[src/rtl/ad_ctrl_pkg.sv]
// Shared types and defaults for the ADC sample-clock controller.
package ad_ctrl_pkg;

   localparam int unsigned CLK_HZ_DEF = 200_000_000;
   localparam int unsigned NMIN_DEF   = 4;
   localparam int          W          = 32;

   typedef enum logic [1:0] {
      S_IDLE,
      S_CALC,
      S_ARMED,
      S_RUN
   } state_t;

endpackage

[src/rtl/ad_period_div.sv]
// Sequential restoring divider CLK_HZ / divisor, one quotient bit per cycle.
// Optional round-to-nearest of the period when AD_ROUND_EN is defined.
module ad_period_div
   import ad_ctrl_pkg::*;
#(
   parameter int unsigned CLK_HZ = CLK_HZ_DEF
) (
   input  logic         clk_20b,
   input  logic         rst_n,
   input  logic         start,
   input  logic [W-1:0] divisor,
   output logic         done,
   output logic [W-1:0] q,
   output logic [W-1:0] n
);

   logic [W-1:0] rem;
   logic [W-1:0] dvs;
   logic [5:0]   step;
   logic         run;
   logic [W:0]   shl;
   logic [W:0]   diff;
   logic         rnd;

   assign shl  = {rem, q[W-1]};
   assign diff = shl - {1'b0, dvs};

`ifdef AD_ROUND_EN
   assign rnd = {rem, 1'b0} >= {1'b0, dvs};
`else
   assign rnd = 1'b0;
`endif

   // q starts as the dividend and fills with quotient bits from the right
   always_ff @(posedge clk_20b or negedge rst_n) begin
      if (!rst_n) begin
         rem  <= '0;
         dvs  <= '0;
         q    <= '0;
         n    <= '0;
         step <= '0;
         run  <= 1'b0;
         done <= 1'b0;
      end else begin
         done <= 1'b0;
         if (start) begin
            rem  <= '0;
            q    <= W'(CLK_HZ);
            dvs  <= divisor;
            step <= '0;
            run  <= 1'b1;
         end else if (run) begin
            if (step == 6'd32) begin
               n    <= q + W'(rnd);
               done <= 1'b1;
               run  <= 1'b0;
            end else begin
               step <= step + 1'b1;
               if (!diff[W]) begin
                  rem <= diff[W-1:0];
                  q   <= {q[W-2:0], 1'b1};
               end else begin
                  rem <= shl[W-1:0];
                  q   <= {q[W-2:0], 1'b0};
               end
            end
         end
      end
   end

endmodule

[src/rtl/ad_sample_ctrl.sv]
// ADC sample-clock burst controller: rate config, period calc, burst run.
// Define AD_ROUND_EN to round the period to nearest instead of truncating.
module ad_sample_ctrl
   import ad_ctrl_pkg::*;
#(
   parameter int unsigned CLK_HZ = CLK_HZ_DEF,
   parameter int unsigned NMIN   = NMIN_DEF,
   parameter int          LEN_W  = 16
) (
   input  logic             clk_20b,
   input  logic             rst_n,
   input  logic             cfg_valid,
   output logic             cfg_ready,
   input  logic [31:0]      cfg_fx,
   input  logic [LEN_W-1:0] cfg_len,
   input  logic             start,
   input  logic             abort,
   output logic             busy,
   output logic             ad_clk,
   output logic             smp_stb,
   output logic             done,
   output logic             cfg_err,
   output logic [31:0]      period_n
);

   localparam logic [W-1:0] FX_MAX = W'(CLK_HZ / NMIN);

   state_t           state;
   state_t           state_nx;
   logic [W-1:0]     cnt;
   logic [W-1:0]     div_n;
   logic [LEN_W-1:0] len;
   logic [LEN_W-1:0] smp_cnt;
   logic             hs;
   logic             fx_bad;
   logic             cfg_ok;
   logic             go;
   logic             last;
   logic             div_done;
   logic             clk_nx;

   assign cfg_ready = (state == S_IDLE) || (state == S_ARMED);
   assign busy      = (state == S_CALC) || (state == S_RUN);
   assign hs        = cfg_valid && cfg_ready;
   assign fx_bad    = (cfg_fx == '0) || (cfg_fx > FX_MAX);
   assign cfg_ok    = hs && !fx_bad;
   assign go        = (state == S_ARMED) && start && !hs;
   assign last      = (smp_cnt == len) && (cnt == period_n - 1'b1);
   // abort and burst end both force the clock low on the way out
   assign clk_nx    = (state == S_RUN) && !abort && !last
                      && (cnt >= (period_n >> 1));

   ad_period_div #(
      .CLK_HZ (CLK_HZ)
   ) u_div (
      .clk_20b (clk_20b),
      .rst_n   (rst_n),
      .start   (cfg_ok),
      .divisor (cfg_fx),
      .done    (div_done),
      .q       (),
      .n       (div_n)
   );

   always_ff @(posedge clk_20b or negedge rst_n) begin
      if (!rst_n) state <= S_IDLE;
      else        state <= state_nx;
   end

   always_comb begin
      state_nx = state;
      unique case (state)
         S_IDLE, S_ARMED: begin
            if (cfg_ok)                 state_nx = S_CALC;
            else if (go && len != '0)   state_nx = S_RUN;
         end
         S_CALC:  if (div_done)         state_nx = S_ARMED;
         S_RUN:   if (abort || last)    state_nx = S_ARMED;
         default:                       state_nx = S_IDLE;
      endcase
   end

   always_ff @(posedge clk_20b or negedge rst_n) begin
      if (!rst_n) begin
         len      <= '0;
         period_n <= '0;
         cfg_err  <= 1'b0;
         cnt      <= '0;
         smp_cnt  <= '0;
         ad_clk   <= 1'b0;
         smp_stb  <= 1'b0;
         done     <= 1'b0;
      end else begin
         ad_clk  <= clk_nx;
         smp_stb <= clk_nx && !ad_clk;
         done    <= (go && len == '0)
                    || (state == S_RUN && last && !abort);
         if (hs) begin
            cfg_err <= fx_bad;
            if (!fx_bad) len <= cfg_len;
         end
         if (state == S_CALC && div_done) period_n <= div_n;
         if (state == S_RUN) begin
            cnt <= (cnt == period_n - 1'b1) ? '0 : cnt + 1'b1;
            if (clk_nx && !ad_clk) smp_cnt <= smp_cnt + 1'b1;
         end else begin
            cnt     <= '0;
            smp_cnt <= '0;
         end
      end
   end

endmodule

[config.mk]
export PLATFORM = sky130hd
export DESIGN_NAME = ad_sample_ctrl
export DESIGN_NICKNAME = d
export VERILOG_FILES = /design/src/rtl/ad_ctrl_pkg.sv /design/src/rtl/ad_period_div.sv /design/src/rtl/ad_sample_ctrl.sv
export SDC_FILE = /design/constraint.sdc
export NUM_CORES = 1
export LEC_CHECK = 0
export CORE_UTILIZATION = 40
export DETAILED_ROUTE_END_ITERATION = 6
export GPL_TIMING_DRIVEN = 0
export HOLD_SLACK_MARGIN = 0.12
export PLACE_DENSITY = 0.57
export SLEW_MARGIN = 30
export SYNTH_ARGS = -nofsm -noshare
export SYNTH_HDL_FRONTEND = slang
export SYNTH_HIERARCHICAL = 1
export SYNTH_SLANG_ARGS = --single-unit
[constraint.sdc]
create_clock -name clk_20b -period 4.8 [get_ports clk_20b]
set_input_delay 0.96 -clock clk_20b [delete_from_list [all_inputs] [get_ports clk_20b]]
set_output_delay 0.96 -clock clk_20b [all_outputs]
set_load 0.05 [all_outputs]
After elaboration in Yosys (flattened, before gate mapping)

Index checks and enable logic that the tools add are counted.

Flip-flop bits (word level): 238
Word-level logic and storage cells: 96
Output and inout bits: 38

Add/subtract/negate cells: 5
Reductions and logical operators: 34
Bitwise operators: 2
Multiplexer cells: 26
Equality and inequality tests: 11
$lt $le $gt $ge: 2

Operator list:

| operator                                                                | count |
|---|---|
| 32-bit 2-to-1 mux                                                       | 9 |
| 33-bit by 32-bit subtractor with 33-bit output                          | 1 |
| 32-bit by 1-bit adder with 32-bit output (second input constant)        | 1 |
| 32-bit equality test                                                    | 1 |
| 32-bit by 31-bit greater-or-equal comparator with 1-bit output          | 1 |
| 32-bit by 26-bit > comparator with 1-bit output (second input constant) | 1 |
| 32-bit zero test                                                        | 1 |
| 16-bit 2-to-1 mux                                                       | 2 |
| 32-bit by 1-bit subtractor with 32-bit output (second input constant)   | 1 |
| 6-bit 2-to-1 mux                                                        | 3 |
| 16-bit by 1-bit adder with 16-bit output (second input constant)        | 1 |
| 16-bit equality test                                                    | 1 |
| 16-bit zero test                                                        | 1 |
| 16-bit nonzero test                                                     | 1 |
| 1-bit logical AND                                                       | 14 |
| 2-bit 2-to-1 mux                                                        | 4 |
| 1-bit 2-to-1 mux                                                        | 7 |
| 6-bit by 1-bit adder with 6-bit output (second input constant)          | 1 |
| 6-bit equality test (second input constant)                             | 1 |
| 2-bit by 1-bit != test with 1-bit output (second input constant)        | 3 |
| 2-bit one-hot mux with 3 select lines                                   | 1 |
| 3-bit AND reduction                                                     | 2 |
| 1-bit zero test                                                         | 5 |
| 1-bit logical OR                                                        | 5 |
| other kinds (9)                                                         | 12 |

Depth between registers and ports, before layout

Gate-level depths: netlist (run 1).

Depth in word-level cells: 9
Mapped depth: 18

Cells and area by module

Netlist (run 1), hierarchy kept.

By module, submodules not included:

| module         | cells each | times used | area each (um2) |
|---|---|---|---|
| ad_period_div  | 874        | 1          | 7523.5 |
| ad_sample_ctrl | 724        | 1          | 6890.4 |

Worst setup path after synthesis (run 1)

No wires, ideal clock.

Path type: input port to flip-flop
Start point: input port cfg_fx[9]
End point: register u_div.rem[30]
Stages on the path: 17
Path buffers: 4
Path slack: 0.614 ns
Data arrival time: 4.119 ns
Cells stage by stage: or4_1 -> o21ai_0 -> a21oi_1 -> a2111oi_0 -> o21ai_1 -> clkbuf_1 -> inv_1 -> clkbuf_1 -> nor2_1 -> or2_2 -> clkbuf_1 -> nor2_1 -> clkbuf_1 -> nand2_1 -> nor3_1 -> mux2i_1 -> nand2_1

Word-level cells in the longest chain between the ends: 6
Elaborated cells on any way between the ends: 9

RTL lines:

| what                                                                                | RTL line             | text |
|---|---|---|
| start: declaration                                                                  | ad_sample_ctrl.sv:14 | `input logic [31:0] cfg_fx,` |
| 32-bit by 26-bit > comparator with 1-bit output or 32-bit zero test (tied branches) | ad_sample_ctrl.sv:45 | `assign fx_bad = (cfg_fx == '0) \|\| (cfg_fx > FX_MAX);` |
| 1-bit logical OR (*)                                                                | ad_sample_ctrl.sv:45 |  |
| 1-bit zero test (*)                                                                 | -                    |  |
| 1-bit logical AND (*)                                                               | ad_sample_ctrl.sv:46 | `assign cfg_ok = hs && !fx_bad;` |
| via cfg_ok                                                                          | ad_sample_ctrl.sv:36 | `logic cfg_ok;` |
| 2-bit != test (no source line) or 2-bit nonzero test (tied branches)                | -                    |  |
| 2-bit AND reduction (no source line)                                                | -                    |  |
| end signal: assignment                                                              | ad_period_div.sv:60  | `rem <= diff[W-1:0];` |
| end signal: assignment                                                              | ad_period_div.sv:63  | `rem <= shl[W-1:0];` |
| end: declaration                                                                    | ad_period_div.sv:17  | `logic [W-1:0] rem;` |

Mark *: on every way through the listed nets, which the timed path passes. The rest lies on a longest branch.
A chain may end at the register's enable or synchronous reset.

Worst setup path after layout (run 1)

Start point: input port cfg_fx[9]
End point: register u_div.step[5]

Word-level cells in the longest chain between the ends: 6
Elaborated cells on any way between the ends: 9

RTL lines:

| what                                                                                | RTL line             | text |
|---|---|---|
| 32-bit by 26-bit > comparator with 1-bit output or 32-bit zero test (tied branches) | ad_sample_ctrl.sv:45 |  |
| 1-bit logical OR (*)                                                                | ad_sample_ctrl.sv:45 |  |
| 1-bit zero test (*)                                                                 | -                    |  |
| 1-bit logical AND (*)                                                               | ad_sample_ctrl.sv:46 |  |
| via cfg_ok                                                                          | ad_sample_ctrl.sv:36 |  |
| 2-bit != test (no source line) or 2-bit nonzero test (tied branches)                | -                    |  |
| 2-bit AND reduction (no source line)                                                | -                    |  |
| end signal: assignment                                                              | ad_period_div.sv:58  | `step <= step + 1'b1;` |
| end: declaration                                                                    | ad_period_div.sv:19  | `logic [5:0] step;` |

Marks and branches as above.

==> results of run 1 <==
==> logic make-up after synthesis <==
| family | synth area share, % |
|---|---|
| DFF | 41.3 |
| and+or+nand+nor | 21.5 |
| adders and majority gates | 6.04 |
| AOI/OAI and AO/OA | 14.2 |
| buffers and inverters | 4.67 |
| muxes | 5.73 |
| xor gates and xnor gates | 6.51 |
==> registers in the layout, summed over array words and instances (netlist names) <==
signal / cells
ad_clk: 1
cfg_err: 1
cnt: 32
done: 1
len: 16
period_n: 32
smp_cnt: 16
smp_stb: 1
state: 2
u_div/done: 1
u_div/dvs: 32
u_div/n: 32
u_div/q: 32
u_div/rem: 32
u_div/run: 1
u_div/step: 6
==> final timing paths <==
check / from / end / slack [ns]
max: cfg_fx[9] / u_div/step[5] / 0.24
min in group clk_20b: u_div/n[6] / u_div/n[6] / 0.47
max in group asynchronous: rst_n / u_div/dvs[7] / 3.55
min reg2reg: u_div/n[6] / u_div/n[6] / 0.47
min: rst_n / cnt[10] / 0.28
max reg2reg: period_n[6] / smp_cnt[12] / 0.54
==> cells in the mapped netlist, types with 7 or more instances <==
master	number
inv_1	87
ha_1	68
nor4_1	23
a211oi_1	7
mux2i_1	24
clkbuf_1	48
nand4_1	33
nor2_1	98
nor3_1	32
o211ai_1	12
buf_1	7
nand3b_1	8
a21oi_1	62
a21o_1	15
mux2_2	52
xnor2_1	52
and2_1	7
xor2_1	50
or4_1	16
and3_1	14
nand2b_1	35
nand3_1	33
and4_1	9
a32oi_1	7
o21ai_1	7
or3_1	13
nand2_1	260
a2111oi_0	8
dfrtp_1	238
nor2b_1	11
o31ai_1	12
o21ai_0	130
buf_2	11
==> repair_timing <==
item / in CTS / in global routing
pin swaps: 0 / 1
setup endpoints to repair: 109 / 82
endpoints found under the hold margin: 0 / 0
resized for setup: 9 / 3
buffers inserted: 0 / 3
==> metal layers <==
| metal | track usage [%] | up-vias |
|---|---|---|
| li1 | - | 5901 |
| met1 | 29.3 | 5786 |
| met2 | 35.5 | 223 |
| met3 | 2.58 | 62 |
| met4 | 5.59 | 0 |
| met5 | 0 | - |
==> final cells by class <==
class	instances	area share [%]
multi-input cells	1198	45.9
repair buffers	96	5.96
plain buffers	75	2.10
clock buffers	39	4.73
flip-flops and latches	238	35.1
clock inverters	12	0.863
inverters	87	1.92
well taps	461	3.40
==> metrics by stage <==
stage	total power (µW)	util, %	TNS (ns)	hold WS, ns
2_1_floorplan	2940	-	0	0.442
3_3_place_gp	3270	44.8	-1940.10	0.459
3_5_place_dp	3300	45.0	-104.14	0.464
5_1_grt	5740	47.8	0	0.278
4_1_cts	5530	47.8	0	0.264
6_report	5440	47.8	0	0.277
==> power by group through the flow <==
| stage | combinational (µW) | clock, µW | sequential (µW) |
|---|---|---|---|
| global placement | 965 | 0 | 2310 |
| finish | 987 | 2190 | 2270 |
| detailed placement | 991 | 0 | 2310 |
| CTS | 998 | 2260 | 2270 |
| global route | 1120 | 2330 | 2290 |
| floorplan | 655 | 0 | 2280 |
==> critical path: stages <==
cell             delay (ns)
clkdlybuf4s50_1        0.41
or4_1                  0.62
o21ai_0                0.21
a21oi_1                0.15
a2111oi_1              0.37
o21ai_2                0.16
clkbuf_2               0.25
inv_1                  0.23
clkbuf_2               0.24
nor2_1                 0.08
or2_2                  0.27
clkbuf_1               0.17
inv_1                  0.16
nand4_1                0.18
or3_1                  0.39
a21oi_1                0.17
==> impl_metrics.yaml, run 1 <==
job:
  drv_cap: 0
cells_and_area:
  num-fill-cells: 3406
  final_cells: 2206
  seq_area_um2: 5960
  synthToLayoutAreaGrowth_pct: 17.7
  mostFrequentLayoutCells: "260 x nand2_1, 238 x dfrtp_1, 130 x o21ai_0"
  final_area_um2: 17000
  multi_input_area_um2: 7790
  fin_nets: 1846
  mostFrequentLayoutCell: "nand2_1"
  drive_above_1_share_pct: 8.88
  n_antenna_cell: 0
worst_setup_path:
  path_max_fanout: 10
  critical_path_class: "in -> reg"
  reg2regPathDepth: 11
  startpoint_type: "input port"
  required_ns: 5.27
  end_kind: "flop"
  cp.arrival_ns: 5.03
clocking:
  cts-hold-fix-buffers: 0
  cts.sinks: 238
  cts_made_buffers: 28
  clk_pin_slew_ns: 0.06
  clock_latency_ns: 0.56
  htree_levels: 1
  cts_max_path_buffers: 3
  cts_tree: "built"
  cts_root_buf: "clkbuf_16"
sta:
  clock_skew_ns: 0.0109
  slew_headroom_pct: 38.5
  finalMaxSlewViolations: 0
  grt_setup_unrepaired: "no"
  max_freq_mhz: 220
  worst_pin_slew_ns: 0.899
  setup_viol: 0
  min_period_ns: 4.56
  final.period_utilization_pct: 94.9
  worst_slack_ns: 0.244
  finalHoldViolations: 0
global_route:
  grt_pass1_wl_mm: 62.7
  grt_pass1_vias: 11739
  antenna_found_initial: 0
  grt_overflow: 0
  grt_usage_pct: 21.4
  grt_max_degree: 84
synth:
  synth_top_area_cell: "dfrtp_1"
  syn_nets: 1720
  postSynthCellCount: 1598
  async_flop_share_pct: 100
  avgSynthCellArea_um2: 9.02
  yosysTopAreaCellShare_pct: 41.3
  synth_ff_type: "dfrtp_1"
  yosys-top-cells-area: "dfrtp_1 41%, nand2_1 6.8%, ha_1 5.9%"
  ys_ff_latch: 238
  ys_types: 84
  synth_edf_count: 0
  ys.warnings.count: 6
  synth_area_um2: 14400
  yosysSeqAreaShare_pct: 41.3
route:
  wire_per_inst_um: 17.4
  avgViaCountPerCell: 5.43
  drt_wl_total_mm: 38.3
  drc: 0
  vias: 11972
  met3_length_mm: 1.30
  dr.pass1.iters: 5
  drt-met1-wl_mm: 18.1
  first_iter_violations: 680
  ant_nets: 0
  highest_layer: "met4"
  met2_wirelength_mm: 18.0
pwr:
  power_frac_comb_pct: 18.1
  p_leak_uw: 0.00758
  power.density_nw_per_um2: 321
  ir_worst_vdd_mv: 0.470
  pwr-share-seq_pct: 41.7
  cell_internal_pwr_uw: 3850
  switching_share_pct: 29.3
  switching_power_uw: 1600
  clockPowerShare_pct: 40.2
floorplanning:
  io_pins: 91
  num_rows: 69
  die_w_um: 192
  coreArea_um2: 35500
  start_util_pct: 40.6
  die_area_um2: 36800
  die_h_um: 192
place:
  place.gp.congestion: 0.894
  place_inst: 2152
  place_hpwl_mm: 28.9
  portBuffers: 90
  place_area_um2: 16000
  place_ws_ns: -1.13
worst_hold_path:
  holdCritPathClass: "in -> async"
run_status:
  status: "completed"
(Power assumes the default switching activity.)
==> run 2: changes to the inputs <==
Settings changed: PLACE_DENSITY 0.57 to unset, SYNTH_HIERARCHICAL 1 to unset.
==> impl_metrics.yaml, run 2 <==
synth:
  ys_types: 67
  synth_edf_count: 0
  yosysTopAreaCellShare_pct: 43.3
  ys.warnings.count: 0
  synth_common_cells: "238 x dfrtp_1, 214 x nand2_1, 95 x a21oi_1"
  postSynthCellCount: 1472
  syn_nets: 1594
  yosysSeqAreaShare_pct: 43.3
  synth_ff_type: "dfrtp_1"
  async_flop_share_pct: 100
  synth_top_area_cell: "dfrtp_1"
  synth_area_um2: 13800
  yosys-top-cells-area: "dfrtp_1 43%, ha_1 6.2%, nand2_1 5.8%"
  ys_ff_latch: 238
  avgSynthCellArea_um2: 9.35
  yosysMostFrequentCell: "dfrtp_1"
clocking:
  cts_max_path_buffers: 3
  clock_latency_ns: 0.56
  cts.sinks: 238
  clk_pin_slew_ns: 0.06
  cts_setup_buffers: 0
  cts_made_buffers: 28
  cts_tree: "built"
  cts_root_buf: "clkbuf_16"
  htree_levels: 1
global_route:
  grt_pass1_vias: 11243
  grt_overflow: 0
  grt_most_used_layer: "met2"
  grt_max_degree: 83
  grt_pass1_wl_mm: 57.6
  antenna_found_initial: 0
  grt_usage_pct: 20.1
  use_met3_pct: 2.87
  grt_util_met1_pct: 26.3
  grtUsageMet2_pct: 34.2
route:
  first_iter_violations: 608
  wire_per_inst_um: 16.7
  drc: 0
  vias: 10994
  dr.pass1.iters: 6
  avgViaCountPerCell: 5.33
  ant_nets: 0
  drt_wl_total_mm: 34.5
sta:
  finalHoldViolations: 0
  min_period_ns: 4.46
  grt_setup_unrepaired: "no"
  finalMaxSlewViolations: 0
  slew_headroom_pct: 36.2
  finalSetupTns_ns: 0
  worst_pin_slew_ns: 0.955
  hold-worst-slack_ns: 0.257
  final.period_utilization_pct: 93.0
  setup_viol: 0
  max_freq_mhz: 224
  clock_skew_ns: 0.0160
pwr:
  totalPowerFinal_uw: 8230
  ir_worst_vdd_mv: 0.281
  power.density_nw_per_um2: 505
  p_leak_uw: 0.00746
worst_setup_path:
  path_max_fanout: 10
  crit_end: "cnt[26]"
  startpoint_type: "flop"
  required_ns: 5.23
  slowest_delay_ns: 0.52
  crit_start: "period_n[0]"
  path_common_cell: "nor2_1"
  cp.arrival_ns: 4.89
  reg2regPathDepth: 12
  critical_path.top_delay_family: "simple AND/OR/NAND/NOR gates"
  path_depth: 12
  r2r_start: "period_n[0]"
  reg2reg_slack_ns: 0.34
  r2r_end: "cnt[26]"
  cp.buffers_inverters: 2
  end_kind: "flop"
  critical_path_class: "reg -> reg"
  cp_cell_sequence: "inv_1 -> ha_1 -> or3b_2 -> nor2_1 -> nand3_2 -> mux2i_1 -> or4_1 -> a2111o_1 -> nor4_2 -> nand2b_1 -> buf_2 -> nor2_1"
  slowest_stage: "or3b_2"
cells_and_area:
  mostFrequentLayoutCell: "dfrtp_1"
  fin_nets: 1717
  mostFrequentLayoutCells: "238 x dfrtp_1, 214 x nand2_1, 95 x a21oi_1"
  drive_above_1_share_pct: 8.98
  synthToLayoutAreaGrowth_pct: 18.5
  final_util_pct: 48.4
  final_cells: 2063
  num-fill-cells: 3207
  n_antenna_cell: 0
floorplanning:
  die_h_um: 187
  start_util_pct: 40.8
  coreArea_um2: 33700
  die_area_um2: 35100
  num_rows: 67
  die_w_um: 187
  io_pins: 91
place:
  place_inst: 2013
  place.gp.congestion: 0.866
  portBuffers: 90
  place_hpwl_mm: 25.8
run_status:
  status: "completed"
worst_hold_path:
  holdCritPathClass: "in -> async"
job:
  drv_cap: 0
==> run 2: cell types whose count changed after synthesis, sizes merged, moves of 8 or more <==
| cell | before | now |
|---|---|---|
| xnor2 | 52 | 67 |
| inv | 87 | 79 |
| buf | 25 | 10 |
| nand4 | 33 | 23 |
| o21ai | 137 | 84 |
| nand2b | 35 | 12 |
| mux2i | 24 | 40 |
| a21oi | 63 | 95 |
| nand2 | 261 | 214 |
| nand3 | 33 | 55 |
| mux2 | 52 | 66 |
| a21o | 15 | 24 |
==> run 2: worst min-delay path by stage <==
stage                     cells after the start             to  slack (ns)
after floorplan                               2   u_div.dvs[0]        0.45
after global routing                          1  u_div.rem[13]        0.25
final                                         1  u_div.dvs[13]        0.26
after CTS                                     1  u_div.rem[13]        0.23
after detailed placement                      2  u_div.dvs[29]        0.49
after global placement                        2        cfg_err        0.48
==> run 2: final cells by class <==
class                           count  area (µm²)  area share, %
Buffer                             57         229           1.40
Clock buffer                       36         802           4.92
Clock inverter                     14         189           1.16
Inverter                           79         297           1.82
Multi-Input combinational cell   1098        7290           44.7
Sequential cell                   238        5960           36.5
Tap cell                          448         561           3.44
Timing Repair Buffer               93         988           6.06
==> run 2: routing by layer <==
metal / share of wire, % / up-vias
li1: - / 5419
met1: 46 / 5349
met2: 48 / 165
met3: 3.1 / 61
met4: 2.8 / 0
met5: 0 / -
==> run 2: worst reg2reg max path, cell delays in order, from the launching register on <==
cell,delay [ns]
dfrtp_1,0.49
inv_1,0.10
ha_1,0.18
or3b_2,0.52
nor2_1,0.44
nand3_2,0.28
mux2i_1,0.20
or4_1,0.44
a2111o_1,0.39
nor4_2,0.49
nand2b_1,0.35
buf_2,0.35
nor2_1,0.11
==> run 2: logic make-up (layout without fill, tap and decap cells) <==
family,count (synthesis),after routing,share of synthesized area (%)
flip-flops,238,238,43.3
multiplexers,106,106,8.31
AND/OR/NAND/NOR,527,527,18.5
buffers and inverters,136,279,3.82
XOR/XNOR,122,122,7.77
AO/OA/AOI/OAI,274,274,12.0
adder cells (fa/ha/maj),69,69,6.33
==> run 2: report_power, final <==
| group | total, µW | switching (µW) | internal [µW] |
|---|---|---|---|
| Combinational | 3130 | 1800 | 1330 |
| Sequential | 2840 | 347 | 2490 |
| Clock | 2260 | 869 | 1390 |
==> run 2: what timing repair did <==
item / 4_1_cts / 5_1_grt
hold buffers: 0 / 0
resized for setup: 0 / 1
hold endpoints to repair: 0 / 0
setup endpoints to repair: 0 / 5
==> run 2: per-stage QoR <==
| step | area [µm²] | setup WS (ns) |
|---|---|---|
| 5_1_grt | 16300 | 0.166 |
| 6_report | 16300 | 0.336 |
| 3_5_place_dp | 15300 | -0.0738 |
| 2_1_floorplan | 13800 | 1.18 |
| 3_3_place_gp | 15200 | -7.59 |
| 4_1_cts | 16300 | 0.210 |
==> run 3: changes to the inputs <==
Settings changed: GPL_ROUTABILITY_DRIVEN set to 0, RECOVER_POWER set to 50.
==> impl_metrics.yaml, run 3 (same netlist as run 2, synthesis figures left out) <==
sta:
  final.period_utilization_pct: 93.0
  setup_viol: 0
  worst_pin_slew_ns: 2.06
  grt_setup_unrepaired: "no"
  max_freq_mhz: 224
  finalHoldViolations: 0
  finalSetupTns_ns: 0
  slew_headroom_pct: -37.4
  min_period_ns: 4.46
  clock_skew_ns: 0.0148
  worst_slack_ns: 0.338
  finalMaxSlewViolations: 180
place:
  place_hpwl_mm: 25.8
  place_ws_ns: -0.0738
  portBuffers: 90
clocking:
  clk_pin_slew_ns: 0.06
  cts_root_buf: "clkbuf_16"
  cts-hold-fix-buffers: 0
  clock_latency_ns: 0.56
  htree_levels: 1
  cts_made_buffers: 28
  cts_max_path_buffers: 3
  cts.sinks: 238
  cts_tree: "built"
worst_setup_path:
  startpoint_type: "flop"
  end_kind: "flop"
  r2r_start: "period_n[0]"
  path_max_fanout: 10
  crit_start: "period_n[0]"
  required_ns: 5.23
  path_common_cell: "nor2_1"
  cp.arrival_ns: 4.89
  slowest_delay_ns: 0.52
  slowest_stage: "or3b_2"
  critical_path_class: "reg -> reg"
  cp_cell_sequence: "inv_1 -> ha_1 -> or3b_2 -> nor2_1 -> nand3_2 -> mux2i_1 -> or4_1 -> a2111o_1 -> nor4_2 -> nand2b_1 -> buf_2 -> nor2_1"
route:
  first_iter_violations: 625
  dr.pass1.iters: 7
  avgViaCountPerCell: 5.35
  drc: 0
  wire_per_inst_um: 16.7
  vias: 11027
  drt_wl_total_mm: 34.5
  ant_nets: 0
global_route:
  grt_usage_pct: 20.1
  grt_overflow: 0
  grt_max_degree: 83
  grt_pass1_vias: 11243
  grt_pass1_wl_mm: 57.6
  antenna_found_initial: 0
cells_and_area:
  mostFrequentLayoutCells: "238 x dfrtp_1, 214 x nand2_1, 95 x a21oi_1"
  drive_above_1_share_pct: 8.92
  mostFrequentLayoutCell: "dfrtp_1"
  n_antenna_cell: 0
  num-fill-cells: 3215
  fin_nets: 1717
  synthToLayoutAreaGrowth_pct: 18.0
job:
  drv_cap: 3
floorplanning:
  die_w_um: 187
  coreArea_um2: 33700
  start_util_pct: 40.8
  io_pins: 91
  num_rows: 67
  die_h_um: 187
  die_area_um2: 35100
worst_hold_path:
  hold_start: "u_div.dvs[29]"
  holdCritPathClass: "reg -> reg"
run_status:
  violations: "capacitance limit, slew limit"
  status: "complete, but fails checks"
pwr:
  p_leak_uw: 0.00743
  ir_worst_vdd_mv: 0.280
  power.density_nw_per_um2: 506
[run 3: power breakdown]
group | leakage [µW] | switching (µW) | total (µW) | internal (µW)
registers | 0.00304 | 346 | 2840 | 2490
clock network | 0.000486 | 868 | 2260 | 1390
logic | 0.00390 | 1800 | 3120 | 1320
total | 0.00743 | 3010 | 8220 | 5210
[run 3: repair_timing]
| item | 4_1_cts | 5_1_grt |
|---|---|---|
| setup endpoints to repair | 0 | 5 |
| setup buffers | 0 | 0 |
| gates resized for setup | 0 | 1 |
[run 3: worst paths after layout]
| check | end | depth (start not counted) | slack [ns] |
|---|---|---|---|
| max | cnt[26] | 12 | 0.34 |
| min | u_div.dvs[29] | 2 | 0.49 |
| max reg2reg | cnt[26] | 12 | 0.34 |
| min reg2reg | u_div.dvs[29] | 2 | 0.49 |
| max in group asynchronous | u_div.q[9] | 3 | 0.96 |
| min in group asynchronous | u_div.rem[12] | 1 | 0.78 |
[run 3: area by class of cell]
cell class              count  area (µm²)  share of cell area (%)
plain buffers              57         229                    1.41
clock buffers              36         802                    4.94
clock inverters            14         189                    1.16
inverters                  79         297                    1.83
multi-input cells        1098        7290                    44.9
flip-flops and latches    238        5960                    36.7
well taps                 448         561                    3.45
repair buffers             93         912                    5.62
[run 3: per-stage QoR]
stage                     power (µW)  hold WS (ns)  cell area, µm²  utilization (%)  cells
final                           8220         0.494           16200             48.2   2063
after detailed placement        5980         0.487           15300             45.4   2013
after CTS                       8290         0.232           16300             48.4   2063
after floorplan                 5170         0.452           13800                -   1472
after global routing            8810         0.507           16200             48.2   2063
after global placement          5900         0.484           15200             45.2   2010
[run 3: critical path: cells and delay by family (launching register included)]
| family | cells | cell delay, ns |
|---|---|---|
| fa+ha+maj | 1 | 0.18 |
| buf+inv | 2 | 0.45 |
| mux | 1 | 0.20 |
| compound gates | 1 | 0.39 |
| flops | 1 | 0.49 |
| simple gates | 7 | 2.62 |
[run 3: metal layers]
metal	up-vias	GRT usage (%)	wire, µm
li1	5418	-	-
met1	5356	26.3	16000
met2	190	34.2	16500
met3	63	2.87	1090
met4	0	6.22	948
met5	-	0	0
